## src/rtl/usr_extract.sv

```systemverilog
`default_nettype none
// ============================================================================
//  Module      : usr_extract
//  Description : Receive-side user-data extractor. Checks the EtherType,
//                strips the 14-byte MAC header and re-aligns the payload to
//                byte 0 of a 512-bit user stream; other frames are dropped.
//  Revision    : 1.0
// ============================================================================
module usr_extract #(
  parameter logic [15:0] USR_ETHTYPE = 16'h88B5,
  parameter int          CNT_W       = 32
) (
  input  logic             clk,
  input  logic             rst,
  input  logic [511:0]     in_data,
  input  logic             in_valid,
  input  logic             in_sop,
  input  logic             in_eop,
  input  logic [5:0]       in_empty,
  output logic             in_ready,
  output logic [511:0]     out_usr_data,
  output logic             out_usr_valid,
  output logic             out_usr_sop,
  output logic             out_usr_eop,
  output logic [5:0]       out_usr_empty,
  input  logic             out_usr_ready,
  output logic [CNT_W-1:0] usr_pkt_cnt,
  output logic [CNT_W-1:0] drop_cnt
);

  // 14 header bytes leave 50 payload bytes in the sop flit
  localparam logic [5:0] c_RUNT_EMPTY = 6'd50;
  localparam logic [5:0] c_HDR_BYTES  = 6'd14;

  typedef enum logic [1:0] {
    S_IDLE = 2'd0,
    S_BODY = 2'd1,
    S_TAIL = 2'd2,
    S_DROP = 2'd3
  } state_t;

  state_t             r_state;
  state_t             w_state_nxt;
  logic [399:0]       r_carry;
  logic               r_first;
  logic [5:0]         r_tail_empty;
  logic [511:0]       r_out_data;
  logic               r_out_valid;
  logic               r_out_sop;
  logic               r_out_eop;
  logic [5:0]         r_out_empty;
  logic [CNT_W-1:0]   r_usr_cnt;
  logic [CNT_W-1:0]   r_drop_cnt;

  logic               w_advance;
  logic               w_accept;
  logic               w_short_eop;
  logic               w_emit;
  logic [511:0]       w_data;
  logic               w_sop;
  logic               w_eop;
  logic [5:0]         w_empty;
  logic               w_carry_ld;
  logic               w_first_set;
  logic               w_first_clr;
  logic               w_tail_ld;
  logic               w_usr_inc;
  logic               w_drop_inc;

  assign w_advance   = !r_out_valid || out_usr_ready;
  assign in_ready    = (r_state == S_DROP) ? 1'b1 :
                       (r_state == S_TAIL) ? 1'b0 : w_advance;
  assign w_accept    = in_valid && in_ready;
  // eop flit holding at most 14 valid bytes (V = 64 - in_empty <= 14)
  assign w_short_eop = (in_empty >= c_RUNT_EMPTY);

  always_comb begin
    w_state_nxt = r_state;
    w_emit      = 1'b0;
    w_data      = {r_carry, 112'b0};
    w_sop       = 1'b0;
    w_eop       = 1'b0;
    w_empty     = 6'd0;
    w_carry_ld  = 1'b0;
    w_first_set = 1'b0;
    w_first_clr = 1'b0;
    w_tail_ld   = 1'b0;
    w_usr_inc   = 1'b0;
    w_drop_inc  = 1'b0;
    case (r_state)
      S_IDLE: begin
        if (w_accept && in_sop) begin
          if (in_data[415:400] != USR_ETHTYPE) begin
            w_drop_inc = 1'b1;
            if (!in_eop) w_state_nxt = S_DROP;
          end else if (in_eop) begin
            if (w_short_eop) begin
              w_drop_inc = 1'b1;
            end else begin
              w_emit    = 1'b1;
              w_data    = {in_data[399:0], 112'b0};
              w_sop     = 1'b1;
              w_eop     = 1'b1;
              w_empty   = in_empty + c_HDR_BYTES;
              w_usr_inc = 1'b1;
            end
          end else begin
            w_carry_ld  = 1'b1;
            w_first_set = 1'b1;
            w_state_nxt = S_BODY;
          end
        end
      end
      S_BODY: begin
        if (w_accept) begin
          w_emit      = 1'b1;
          w_data      = {r_carry, in_data[511:400]};
          w_sop       = r_first;
          w_first_clr = 1'b1;
          w_carry_ld  = 1'b1;
          if (in_eop) begin
            if (w_short_eop) begin
              w_eop       = 1'b1;
              w_empty     = in_empty - c_RUNT_EMPTY;
              w_usr_inc   = 1'b1;
              w_state_nxt = S_IDLE;
            end else begin
              w_tail_ld   = 1'b1;
              w_state_nxt = S_TAIL;
            end
          end
        end
      end
      S_TAIL: begin
        if (w_advance) begin
          w_emit      = 1'b1;
          w_data      = {r_carry, 112'b0};
          w_eop       = 1'b1;
          w_empty     = r_tail_empty;
          w_usr_inc   = 1'b1;
          w_state_nxt = S_IDLE;
        end
      end
      S_DROP: begin
        if (w_accept && in_eop) w_state_nxt = S_IDLE;
      end
      default: w_state_nxt = S_IDLE;
    endcase
  end

  always_ff @(posedge clk) begin
    if (rst) begin
      r_state      <= S_IDLE;
      r_carry      <= '0;
      r_first      <= 1'b0;
      r_tail_empty <= '0;
      r_out_data   <= '0;
      r_out_valid  <= 1'b0;
      r_out_sop    <= 1'b0;
      r_out_eop    <= 1'b0;
      r_out_empty  <= '0;
      r_usr_cnt    <= '0;
      r_drop_cnt   <= '0;
    end else begin
      r_state <= w_state_nxt;
      if (w_carry_ld)  r_carry      <= in_data[399:0];
      if (w_first_set) r_first      <= 1'b1;
      else if (w_first_clr) r_first <= 1'b0;
      if (w_tail_ld)   r_tail_empty <= in_empty + c_HDR_BYTES;
      if (w_advance) begin
        r_out_valid <= w_emit;
        r_out_sop   <= w_sop;
        r_out_eop   <= w_eop;
        if (w_emit) begin
          r_out_data  <= w_data;
          r_out_empty <= w_empty;
        end
      end
      if (w_usr_inc)  r_usr_cnt  <= r_usr_cnt + 1'b1;
      if (w_drop_inc) r_drop_cnt <= r_drop_cnt + 1'b1;
    end
  end

  assign out_usr_data  = r_out_data;
  assign out_usr_valid = r_out_valid;
  assign out_usr_sop   = r_out_sop;
  assign out_usr_eop   = r_out_eop;
  assign out_usr_empty = r_out_empty;
  assign usr_pkt_cnt   = r_usr_cnt;
  assign drop_cnt      = r_drop_cnt;

endmodule
`default_nettype wire

```

## config.mk

```make
export PLATFORM = sky130hd
export DESIGN_NAME = usr_extract
export DESIGN_NICKNAME = d
export VERILOG_FILES = /design/src/rtl/usr_extract.sv
export SDC_FILE = /design/constraint.sdc
export NUM_CORES = 2
export LEC_CHECK = 0
export ABC_AREA = 1
export BUFFER_PORTS_ARGS = -buffer_cell sky130_fd_sc_hd__buf_2
export CORE_AREA = 8 8 422 424
export CTS_CLUSTER_DIAMETER = 80
export DETAILED_ROUTE_END_ITERATION = 8
export DIE_AREA = 0 0 430 432
export GPL_ROUTABILITY_DRIVEN = 0
export PLACE_DENSITY = 0.4
export SYNTH_ARGS = -nofsm -noshare
export SYNTH_HDL_FRONTEND = slang
export SYNTH_SLANG_ARGS = --single-unit
```

## constraint.sdc

```tcl
create_clock -name clk -period 1.9 [get_ports clk]
set_input_delay 0.095 -clock clk [delete_from_list [all_inputs] [get_ports clk]]
set_output_delay 0.095 -clock clk [all_outputs]
set_load 0.01 [all_outputs]
```

==> results.toml <==
[final_layout]
area.growth.synth_to_final_pct = 59.2
fill_cells = 17800
post-route-cell-area_mm2 = 0.0665
final_core_utilization_pct = 38.9
layout-drive-gt1-share_pct = 26.2
num-nets-final = 8473
mostFrequentLayoutCell = "sky130_fd_sc_hd__nor2_1"
number_of_standard_cells_in_the_final_layout_excluding_fillers = 10300
layout_common_cells = "sky130_fd_sc_hd__nor2_1 (1,691), sky130_fd_sc_hd__nand2_1 (1,273), sky130_fd_sc_hd__buf_2 (1,108)"

[power]
peakVddDrop_uv = 723
pwr_density_cell_mw_per_mm2 = 1040
power.switching_fraction_pct = 33.2
power.switching_mw = 23.0
leakage_power_total_nw = 29.2
fin_total_pwr_mw = 69.2
power.clock.fraction_pct = 34.0
comb_pwr_share_pct = 28.9
seqPwrFrac_pct = 37.1
power_report.internal_total_mw = 46.3

[synthesis]
synth_sequential_area_ratio_pct = 47.6
yosys.cell_types.count = 25
post_syn_area_mm2 = 0.0418
synth.mux.area_fraction_pct = 0
avgSynthCellArea_um2 = 6.81
synthesis.nets = 6663
largest_family_of_logic_cells_by_synthesized_area = "simple AND/OR/NAND/NOR gates"
post_synthesis_share_of_cell_area_spent_on_and_or_nand_and_nor_gates_pct = 38.4
postSynthRegisterBits = 994
yosys.area_share.xor_xnor_pct = 0.734
synthAdderAreaFrac_pct = 0.0899
synth-compound-area-share_pct = 7.29
synthesis.instances = 6136
synth_warnings = 0

[critical_path]
setup.worst_path.end_class = "flip-flop"
timing.critical_path.arrival_ps = 2820
crit_path_max_fanout = 6
crit_path_start_kind = "flip-flop"
reg2reg_depth = 16
worstSetupPathType = "reg -> reg"
cp.required_ps = 2610

[floorplan]
fp.dieW_um = 430
die_height_um = 432
initial_utilization_pct = 24.4
num_io_pins = 1110
core-area_mm2 = 0.171
number_of_core_rows = 152
dieArea_mm2 = 0.186

[timing]
post-route-min-period_ps = 2110
fin_max_slew_vios = 0
timing.max_slew.rel_slack_pct = 32.8
setup_viol = 914
final_min_period_over_clock_period_pct = 111
hold_violations = 0
max_freq_ghz = 0.474
grt_setup_unrepaired = "true"
totalNegativeSetupSlack_ps = -101610
tightest_slew_ps = 1010
worst_slack_ps = -208
clock_skew_ps = 32.1

[global_route]
antenna_found_initial = 22
grt_util_met2_pct = 35.9
grt_start_max_net_pins = 177
first_global_vias = 45600
grt_pass1_wl_mm = 298
residual_overflow_from_global_routing = 0
grt.busiest_layer = "met2"
met3_routing_resource_usage_after_global_routing_pct = 3.90
grt.total_usage_pct = 20.3
met1_usage_pct = 24.4

[worst_hold_path]
timing.hold.worst_path_depth = 4
hold_class = "in -> reg"

[route]
drt-wirelength-per-cell_um = 21.0
drt_drc_violations_left = 0
drt_pass1_iterations = 7
wirelength_mm = 216
detail_route.iter0.violations = 3165
vias = 47800
antenna_violating_nets_post_route = 0
avgViaCountPerCell = 4.65

[clock_tree]
cts_tree = "built"
cts_sinks = 994
htree_levels = 3
ctsRootBufferMaster = "sky130_fd_sc_hd__clkbuf_16"
clkTransAtPathRegs_ps = 60
cts-root-to-sink-buffers = 3
clk_latency_ps = 780
tritoncts.num_buffers = 119

[place]
hpwlAfterDp_mm = 140
place_area_mm2 = 0.0519
place.port_buffers = 1109
numPlacedInstances = 9360

[status]
failed_checks = "negative setup slack"
outcome = "finished with violations"

[run]
max-cap-violations = 0
==> critical path, stage by stage, from the launching register on <==
cell	delay [ps]
sky130_fd_sc_hd__dfxtp_2	320
sky130_fd_sc_hd__inv_2	60
sky130_fd_sc_hd__nor2_4	40
sky130_fd_sc_hd__nand2_2	70
sky130_fd_sc_hd__nand4_1	120
sky130_fd_sc_hd__buf_4	180
sky130_fd_sc_hd__buf_6	110
sky130_fd_sc_hd__nor2_4	160
sky130_fd_sc_hd__buf_12	160
sky130_fd_sc_hd__buf_12	140
sky130_fd_sc_hd__buf_12	140
sky130_fd_sc_hd__buf_12	120
sky130_fd_sc_hd__clkbuf_16	140
sky130_fd_sc_hd__nand3_1	60
sky130_fd_sc_hd__nand3_1	70
sky130_fd_sc_hd__nand2_1	60
sky130_fd_sc_hd__nor2_1	100
==> repair_timing <==
| item | CTS | global route |
|---|---|---|
| hold buffers | 528 | 0 |
| pin swaps | 20 | 200 |
| endpoints found under the setup margin | 953 | 987 |
| endpoints found under the hold margin | 984 | 0 |
| buffers inserted | 32 | 47 |
| cloned | 16 | 87 |
| resized for setup | 99 | 406 |
==> per-stage QoR <==
stage	hold WS [ps]	worst slack [ps]
floorplan	185	82.6
global placement	334	-609
detailed placement	340	-596
CTS	2.76	-233
global route	73.9	-332
finish	97.5	-208
==> state kept, by name, summed over array words and instances, names as in the netlist <==
signal / cells
drop_cnt: 32
r_tail_empty: 6
out_usr_data: 512
out_usr_eop: 1
usr_pkt_cnt: 32
r_state: 2
out_usr_sop: 1
out_usr_empty: 6
r_first: 1
r_carry: 400
out_usr_valid: 1
==> final timing paths <==
path / from / end / slack [ps]
worst min register to register: r_tail_empty[0]$_SDFFE_PP0P_ / r_tail_empty[0]$_SDFFE_PP0P_ / 450
worst min-delay path: in_data[243] / r_carry[243]$_SDFFE_PP0P_ / 100
worst max register to register: out_usr_valid$_SDFFE_PP0N_ / out_usr_data[339]$_SDFFE_PP0P_ / -210
worst max-delay path: out_usr_valid$_SDFFE_PP0N_ / out_usr_data[339]$_SDFFE_PP0P_ / -210
==> area by class of cell <==
class	count	area [um2]	share of cell area (%)
multi-input cells	4600	20900	31.5
inverters	85	363	0.546
flip-flops and latches	994	19900	29.9
diodes	13	32.5	0.0489
clock inverters	37	410	0.617
well taps	2233	2790	4.20
repair buffers	2146	18500	27.8
clock buffers	187	3570	5.38
==> routing by layer <==
| layer | vias to the layer above | part of all wire (%) |
|---|---|---|
| li1 | 23400 | - |
| met1 | 22800 | 42 |
| met2 | 1353 | 50 |
| met3 | 328 | 4.8 |
| met4 | 2 | 3.7 |
| met5 | - | 0.0051 |
==> kinds of logic after synthesis <==
family / count (synthesis)
compound gates: 607
xor+xnor: 35
fa+ha+maj: 3
buf+inv: 543
flops: 994
simple gates: 3954
==> power by group through the flow <==
stage | logic [mW] | registers, mW | clock network [mW]
6_report | 20.0 | 25.7 | 23.5
3_3_place_gp | 16.6 | 26.0 | 0
4_1_cts | 18.7 | 25.6 | 24.2
3_5_place_dp | 16.6 | 26.0 | 0
5_1_grt | 21.9 | 25.9 | 25.0
2_1_floorplan | 7.89 | 26.4 | 0
==> synthesized netlist by cell type, drive strengths merged <==
| master | count | area (um2) |
|---|---|---|
| nand3b | 12 | 90.1 |
| inv | 85 | 319 |
| a31oi | 1 | 6.26 |
| nand4 | 14 | 87.6 |
| dfxtp | 994 | 19900 |
| clkbuf | 182 | 683 |
| nor3b | 1 | 7.51 |
| xnor2 | 11 | 96.3 |
| a211oi | 1 | 7.51 |
| nor2 | 1715 | 6440 |
| a21oi | 186 | 931 |
| xor2 | 24 | 210 |
| o21ai | 418 | 2090 |
| a22oi | 1 | 7.51 |
| nor3 | 23 | 115 |
| buf | 276 | 1430 |
| nand3 | 863 | 4320 |
| nand2 | 1326 | 4990 |
| ha | 3 | 37.5 |
No activity file was read; power rests on OpenSTA's default activity.
